==> src/rtl/demux1x3_router.sv <==
// 1:3 stream demultiplexer with one registered buffer per output channel.
// Define DEMUX_BROADCAST_EN to turn select 11 into a broadcast to all channels.
module demux1x3_router #(
   parameter int WIDTH = 8,
   parameter int CNT_W = 8
) (
   input  logic             clk,
   input  logic             rst,
   input  logic             in_valid,
   output logic             in_ready,
   input  logic [WIDTH-1:0] in_data,
   input  logic [1:0]       in_sel,
   output logic             o0_valid,
   input  logic             o0_ready,
   output logic [WIDTH-1:0] o0_data,
   output logic             o1_valid,
   input  logic             o1_ready,
   output logic [WIDTH-1:0] o1_data,
   output logic             o2_valid,
   input  logic             o2_ready,
   output logic [WIDTH-1:0] o2_data,
   output logic             err_pulse,
   output logic [CNT_W-1:0] err_cnt
);

   typedef enum logic {
      ST_EMPTY = 1'b0,
      ST_FULL  = 1'b1
   } buf_state_t;

   buf_state_t       r_state     [3];
   buf_state_t       w_state_nxt [3];
   logic [WIDTH-1:0] r_data      [3];

   logic [2:0] w_o_ready;
   logic [2:0] w_free;
   logic [2:0] w_load;
   logic       w_in_xfer;
   logic       w_bcast;

   assign w_o_ready = {o2_ready, o1_ready, o0_ready};

`ifdef DEMUX_BROADCAST_EN
   assign w_bcast = (in_sel == 2'b11);
`else
   assign w_bcast = 1'b0;
`endif

   // A channel can take a word if empty or if it drains on this same edge.
   always_comb begin
      w_free = '0;
      for (int unsigned i = 0; i < 3; i++) begin
         w_free[i] = (r_state[i] == ST_EMPTY) || w_o_ready[i];
      end
   end

   always_comb begin
      in_ready = 1'b1;
      case (in_sel)
         2'b00:   in_ready = w_free[0];
         2'b01:   in_ready = w_free[1];
         2'b10:   in_ready = w_free[2];
`ifdef DEMUX_BROADCAST_EN
         default: in_ready = &w_free;
`else
         default: in_ready = 1'b1;
`endif
      endcase
   end

   assign w_in_xfer = in_valid && in_ready;

   always_comb begin
      w_load = '0;
      for (int unsigned i = 0; i < 3; i++) begin
         w_load[i] = w_in_xfer && ((in_sel == 2'(i)) || w_bcast);
      end
   end

   always_comb begin
      for (int unsigned i = 0; i < 3; i++) begin
         w_state_nxt[i] = r_state[i];
         case (r_state[i])
            ST_EMPTY: if (w_load[i]) w_state_nxt[i] = ST_FULL;
            ST_FULL: begin
               if (w_load[i])          w_state_nxt[i] = ST_FULL;
               else if (w_o_ready[i])  w_state_nxt[i] = ST_EMPTY;
            end
            default: w_state_nxt[i] = ST_EMPTY;
         endcase
      end
   end

   always_ff @(posedge clk or posedge rst) begin
      if (rst) begin
         for (int unsigned i = 0; i < 3; i++) begin
            r_state[i] <= ST_EMPTY;
            r_data[i]  <= '0;
         end
      end else begin
         for (int unsigned i = 0; i < 3; i++) begin
            r_state[i] <= w_state_nxt[i];
            if (w_load[i]) r_data[i] <= in_data;
         end
      end
   end

   assign o0_valid = (r_state[0] == ST_FULL);
   assign o1_valid = (r_state[1] == ST_FULL);
   assign o2_valid = (r_state[2] == ST_FULL);
   assign o0_data  = r_data[0];
   assign o1_data  = r_data[1];
   assign o2_data  = r_data[2];

`ifdef DEMUX_BROADCAST_EN
   assign err_pulse = 1'b0;
   assign err_cnt   = '0;
`else
   logic             r_err_pulse;
   logic [CNT_W-1:0] r_err_cnt;
   logic             w_illegal;

   assign w_illegal = w_in_xfer && (in_sel == 2'b11);

   always_ff @(posedge clk or posedge rst) begin
      if (rst) begin
         r_err_pulse <= 1'b0;
         r_err_cnt   <= '0;
      end else begin
         r_err_pulse <= w_illegal;
         if (w_illegal && (r_err_cnt != '1)) r_err_cnt <= r_err_cnt + 1'b1;
      end
   end

   assign err_pulse = r_err_pulse;
   assign err_cnt   = r_err_cnt;
`endif

endmodule
==> config.mk <==
export PLATFORM = sky130hd
export DESIGN_NAME = demux1x3_router
export DESIGN_NICKNAME = d
export VERILOG_FILES = /design/src/rtl/demux1x3_router.sv
export SDC_FILE = /design/constraint.sdc
export NUM_CORES = 1
export LEC_CHECK = 0
export CAP_MARGIN = 20
export CORE_UTILIZATION = 40
export DETAILED_ROUTE_END_ITERATION = 6
export GPL_ROUTABILITY_DRIVEN = 0
export GPL_TIMING_DRIVEN = 0
export PLACE_DENSITY = 0.86
export SETUP_SLACK_MARGIN = 0.05
export SLEW_MARGIN = 30
export SYNTH_ARGS = -nofsm -noshare
export SYNTH_HDL_FRONTEND = slang
export SYNTH_SLANG_ARGS = --single-unit
==> constraint.sdc <==
create_clock -name clk -period 1.4 [get_ports clk]
set_clock_uncertainty 0.1 [all_clocks]
set_input_delay 0.21 -clock clk [delete_from_list [all_inputs] [get_ports clk]]
set_output_delay 0.21 -clock clk [all_outputs]
set_load 0.01 [all_outputs]
==> results of run 1 <==
[registers in the layout, summed over array words and instances (netlist names)]
| signal | cells |
|---|---|
| err_cnt | 8 |
| o0_data | 8 |
| o1_data | 8 |
| o2_data | 8 |
| err_pulse | 1 |
| o0_valid | 1 |
| o1_valid | 1 |
| o2_valid | 1 |
[repair_timing]
item                                    CTS  global route
buffers inserted                         10             4
endpoints found under the setup margin   67            38
gates resized for setup                  81            15
pin swaps                                 8             2
gates cloned                              0             0
[per-layer routing]
layer / vias up / global-route usage [%] / wire (um)
met5: - / 0 / 0
met4: 0 / 6.818 / 47
met3: 8 / 7.065 / 224
met2: 55 / 33.74 / 1873
met1: 605 / 23.49 / 1562
li1: 531 / - / -
[logic make-up after synthesis]
kind of cell	count (synthesis)	share of synthesized area (%)
XOR/XNOR	2	1.168
AND/OR/NAND/NOR	29	11.43
adder cells (fa/ha/maj)	1	0.8339
flip-flops	36	60.05
AO/OA/AOI/OAI	6	2.252
buffers and inverters	4	1.168
multiplexers	31	23.10
[power by group through the flow]
stage,clock network (W),logic (W),registers [W]
floorplan,0,0.000324,0.00155
finish,0.00126,0.00115,0.00147
global route,0.00134,0.00124,0.00150
CTS,0.00128,0.00106,0.00146
detailed placement,0,0.000992,0.00147
global placement,0,0.000969,0.00145
[critical path, cell delays in order]
cell,delay (ns)
clkdlybuf4s50_1,0.46
nand2b_4,0.14
mux2i_1,0.07
o21ai_1,0.12
buf_2,0.14
[cell usage after synthesis (all sizes together)]
cell type	instances
dfrtp	36
mux2	29
nand2	7
nand2b	5
nand3	4
nand4	4
o21ai	4
and3	3
buf	2
inv	2
mux2i	2
nor3	2
a211oi	1
a31oi	1
ha	1
nand3b	1
nor2	1
nor2b	1
nor3b	1
xnor2	1
xor2	1
[through the flow]
step | instances | util [%] | cell area (sq um)
after detailed placement | 206 | 60.50 | 2098
after global placement | 206 | 60.50 | 2098
after global routing | 228 | 71.86 | 2492
after CTS | 224 | 70.02 | 2429
final | 228 | 71.86 | 2492
after floorplan | 109 | - | 1530
[path summary, 6_finish.rpt]
path                                           to                   start  cells past startpoint  slack (ns)
min in group asynchronous  err_cnt[1]$_DFFE_PP0P_                     rst                      2        0.25
hold reg to reg            o0_data[3]$_DFFE_PP0P_  o0_data[3]$_DFFE_PP0P_                      1        0.40
max in group asynchronous  err_cnt[7]$_DFFE_PP0P_                     rst                      2        0.45
setup / recovery                         in_ready                o0_ready                      5       -0.05
setup reg to reg           o1_data[6]$_DFFE_PP0P_      o1_valid$_DFF_PP0_                      5       -0.05
hold / removal                 o1_valid$_DFF_PP0_               in_sel[0]                      3        0.14
[final cells by class]
cell class                      count  area [sq um]
Fill cell                         253         975.9
Sequential cell                    36         910.9
Multi-Input combinational cell     69         750.7
Timing Repair Buffer               65         581.8
Clock inverter                      3         90.09
Clock buffer                        5         68.82
Tap cell                           46         57.56
Buffer                              2         25.02
Inverter                            2         7.507
==> impl_metrics.toml, run 1 <==
[status]
status = "finished with violations"
violations = "setup timing"

[final_layout]
mostFrequentLayoutCells = "33 x dlygate4sd2_1, 28 x dfrtp_1, 18 x mux2_4"
num_antenna_cells = 0
area_growth_pct = 66.14
drive_gt1_share_pct = 46.15
nNetsFinal = 198
mostFrequentLayoutCell = "dlygate4sd2_1"

[power_and_ir_drop]
pwr-share-comb_pct = 29.6
seqPwrFrac_pct = 37.9
power.clock.fraction_pct = 32.5
ir_drop_v = 0.001074
power.switching_w = 0.001015
cellPowerDensity_mw_per_mm2 = 1557
p_leak_nw = 1.164
swShare_pct = 26.15
intPower_w = 0.002866
p_total_w = 0.003881

[sta]
max_freq_mhz = 687.9
finalSetupViolations = 10
tightest_slew_ns = 0.7126
hold-worst-slack_ns = 0.1416
slew_headroom_pct = 52.42
min_period_ns = 1.454
fin_crit_sh_pct = 103.8
maxSlewViolCount = 0
rsz0062_at_grt = "true"
hold_viol = 0
fin_ws_ns = -0.05365
finalSetupTns_ns = -0.4441

[grt]
grt_pass1_vias = 1214
grt_pass1_wl_um = 5982
grt_overflow = 0
grt_util_all_layers_pct = 19.98
antenna_found_initial = 0
grt_max_degree = 37

[setup_path]
critPathKind = "input port to primary output"
critPathRequiredTime_ns = 1.09
endpoint_kind = "primary output"
start_kind = "input port"
path_max_fanout = 3
arrival_ns = 1.14

[floorplanning]
core_area_sq_mm = 0.003468
ios = 53
initial_core_util_pct = 43.25
die_h_um = 63.24
fp.dieArea_sq_mm = 0.003999
die_w_um = 63.24
row_count = 21

[yosys]
synth.distinct_cells = 22
ys_warn_count = 0
ys_seq_area_share_pct = 60.05
syn_area_sq_mm = 0.001500
syn_inst = 109
syn_nets = 126
ys_seq_elements = 36
yosysTopAreaCell = "dfrtp_1"
synth.area.top_cells = "dfrtp_1 60%, mux2_2 22%, nand2b_1 2.1%"
avgSynthCellArea_sq_um = 13.76
synthDominantCellAreaShare_pct = 60.05

[routing]
drc_errors = 0
detail-route-antenna-nets = 0
viasPerCell = 5.259
drt_wl_total_um = 3708
drt_iter0_markers = 31
via_count = 1199
drtPass1Iterations = 5
wl_per_cell_um = 16.26

[hold_path]
hp-class = "input port to register"

[cts]
clkSlewWorstSetupHoldPaths_ns = 0.07
h-tree-depth = 2
cts_root_buf = "clkbuf_8"
cts_sinks = 36
cts_tree = "done"
cts_hold_buf = 0
clock_latency_ns = 0.29
cts_buffer_depth = 2
cts-buffers-inserted = 5

[place]
hpwl_um = 2150
port_buffers = 51
pre_cts_ws_ns = -0.6185

[run]
drv_cap = 0
(Power assumes the default switching activity.)
==> run 2: changes to the inputs <==
--- a/config.mk
+++ b/config.mk
@@ -6,11 +6,12 @@
 export NUM_CORES = 1
 export LEC_CHECK = 0
 export CAP_MARGIN = 20
+export CORE_ASPECT_RATIO = 1.2
 export CORE_UTILIZATION = 40
 export DETAILED_ROUTE_END_ITERATION = 6
 export GPL_ROUTABILITY_DRIVEN = 0
 export GPL_TIMING_DRIVEN = 0
-export PLACE_DENSITY = 0.86
+export PLACE_DENSITY = 0.75
 export SETUP_SLACK_MARGIN = 0.05
 export SLEW_MARGIN = 30
 export SYNTH_ARGS = -nofsm -noshare
==> run 2 against run 1 <==
Against the previous run: the flow finishes with violations (DRC, setup timing); worst hold slack better by 0.023 ns; die area about the same; sequential share of layout area about the same; sequential power about the same; non-clock buffer count up 3; clock-buffer cell count unchanged; core utilization down 2.8 points; total power down 13%; final area down 0.20%; critical path type unchanged.
==> impl_metrics.toml, run 2 (same netlist as run 1, synthesis figures left out) <==
[setup_path]
path_cells = "clkdlybuf4s50_1, nand2b_4, mux2i_1, o21ai_1, buf_2"
max_stage_delay_ns = 0.47
path_max_fanout = 2
critPathKind = "input port to primary output"
endpoint_kind = "primary output"
arrival_ns = 1.15
critPathRequiredTime_ns = 1.09
cp_num_buf_inv = 2
start_kind = "input port"
ff2ff_path_depth = 4
timing.rr.start = "err_cnt[1]$_DFFE_PP0P_"
crit_start = "o0_ready"
cp_top_family = "buffers and inverters"
slowest_stage = "clkdlybuf4s50_1"
timing.rr.end = "err_cnt[3]$_DFFE_PP0P_"
ff2ff_setup_slack_ns = -0.06

[grt]
grt_max_degree = 37
grt_pass1_vias = 1220
grt_pass1_wl_um = 6113
grt_overflow = 0
grt_busiest_layer = "met2"
antenna_found_initial = 0
use_met3_pct = 3.565
grtUsageMet2_pct = 34.99
grt_util_all_layers_pct = 20.58
grtUsageMet1_pct = 25.06

[final_layout]
seqCellArea_sq_um = 909.6
multi_input_area_sq_um = 783.3
num-fill-cells = 286
area_growth_pct = 65.81
num_antenna_cells = 0
mostFrequentLayoutCell = "dlygate4sd2_1"
nNetsFinal = 201
mostFrequentLayoutCells = "34 x dlygate4sd2_1, 29 x dfrtp_1, 22 x mux2_4"
post-route-util_pct = 69.03
stdcell_area_sq_mm = 0.002487
drive_gt1_share_pct = 44.32

[power_and_ir_drop]
p_total_w = 0.003385
p_leak_nw = 1.189
ir_drop_v = 0.001107
cellPowerDensity_mw_per_mm2 = 1361

[sta]
fin_crit_sh_pct = 104.2
maxSlewViolCount = 0
hold_viol = 0
slew_headroom_pct = 51.02
rsz0062_at_grt = "true"
finalSetupViolations = 5
fin_ws_ns = -0.05925
max_freq_mhz = 685.3
min_period_ns = 1.459
tightest_slew_ns = 0.7336
finalSetupTns_ns = -0.1261

[status]
violations = "DRC, setup timing"
status = "finished with violations"

[cts]
cts_root_buf = "clkbuf_8"
h-tree-depth = 2
cts_sinks = 36
cts-buffers-inserted = 5
cts_buffer_depth = 2
clock_latency_ns = 0.29
clkSlewWorstSetupHoldPaths_ns = 0.07
cts_tree = "done"

[floorplanning]
die_h_um = 69.09
row_count = 24
fp.dieArea_sq_mm = 0.004000
initial_core_util_pct = 41.63
die_w_um = 57.91
ios = 53
core_area_sq_mm = 0.003603

[routing]
drtPass1Iterations = 6
drt_wl_total_um = 3819
wl_per_cell_um = 17.05
detail-route-antenna-nets = 0
viasPerCell = 5.268
drc_errors = 6
via_count = 1180
drt_iter0_markers = 49

[hold_path]
worstHoldStart = "in_sel[0]"
hold_end = "o1_valid$_DFF_PP0_"
min_path_cells = 3
hp-class = "input port to register"

[place]
port_buffers = 51
placed_cell_area_sq_mm = 0.002090
hpwl_um = 2288

[run]
drv_cap = 0
==> run 2: per-stage QoR <==
stage          std cells  hold slack, ns  setup slack, ns
2_1_floorplan        109          0.2581         -0.06559
3_3_place_gp         199          0.3872          -0.6155
3_5_place_dp         199          0.3940          -0.6822
4_1_cts              219          0.1463          -0.1493
5_1_grt              224          0.1771          -0.1138
6_report             224          0.1647         -0.05925
==> run 2: layer usage <==
metal	wire length, um	vias to the layer above
li1	-	542
met1	1658	587
met2	1943	47
met3	195	4
met4	22	0
met5	0	-
==> run 2: cell type report <==
| cell class | instances | share of cell area [%] |
|---|---|---|
| Sequential cell | 36 | 36.57 |
| Buffer | 2 | 1.006 |
| Multi-Input combinational cell | 69 | 31.49 |
| Timing Repair Buffer | 68 | 25.15 |
| Tap cell | 39 | 1.962 |
| Clock buffer | 5 | 2.767 |
| Clock inverter | 3 | 0.7545 |
| Inverter | 2 | 0.3018 |
==> run 2: power by group <==
group	total, W	internal (W)	leakage [nW]	switching [W]
combinational	0.00118	0.000719	0.710	0.000464
clock	0.000716	0.000346	0.0479	0.000370
sequential	0.00148	0.00128	0.431	0.000208
==> run 2: worst reg2reg max path, cell delays in order, from the launching register on <==
cell      delay, ns
dfrtp_2        0.45
ha_4           0.20
and3_4         0.15
a211oi_2       0.28
xor2_1         0.19
==> run 2: what timing repair did <==
action | CTS | global route
resized for setup | 81 | 18
endpoints found under the setup margin | 67 | 37
hold buffers | 0 | 0
buffers inserted | 12 | 5
pin swaps | 7 | 7
==> run 2: how the worst max path moves through the flow <==
stage                                   endpoint  cells after the start
after floorplan           err_cnt[1]$_DFFE_PP0P_                      4
after global placement    o2_data[2]$_DFFE_PP0P_                      4
after detailed placement  o2_data[7]$_DFFE_PP0P_                      4
after CTS                               in_ready                      5
after global routing      err_cnt[3]$_DFFE_PP0P_                      4
final                                   in_ready                      5
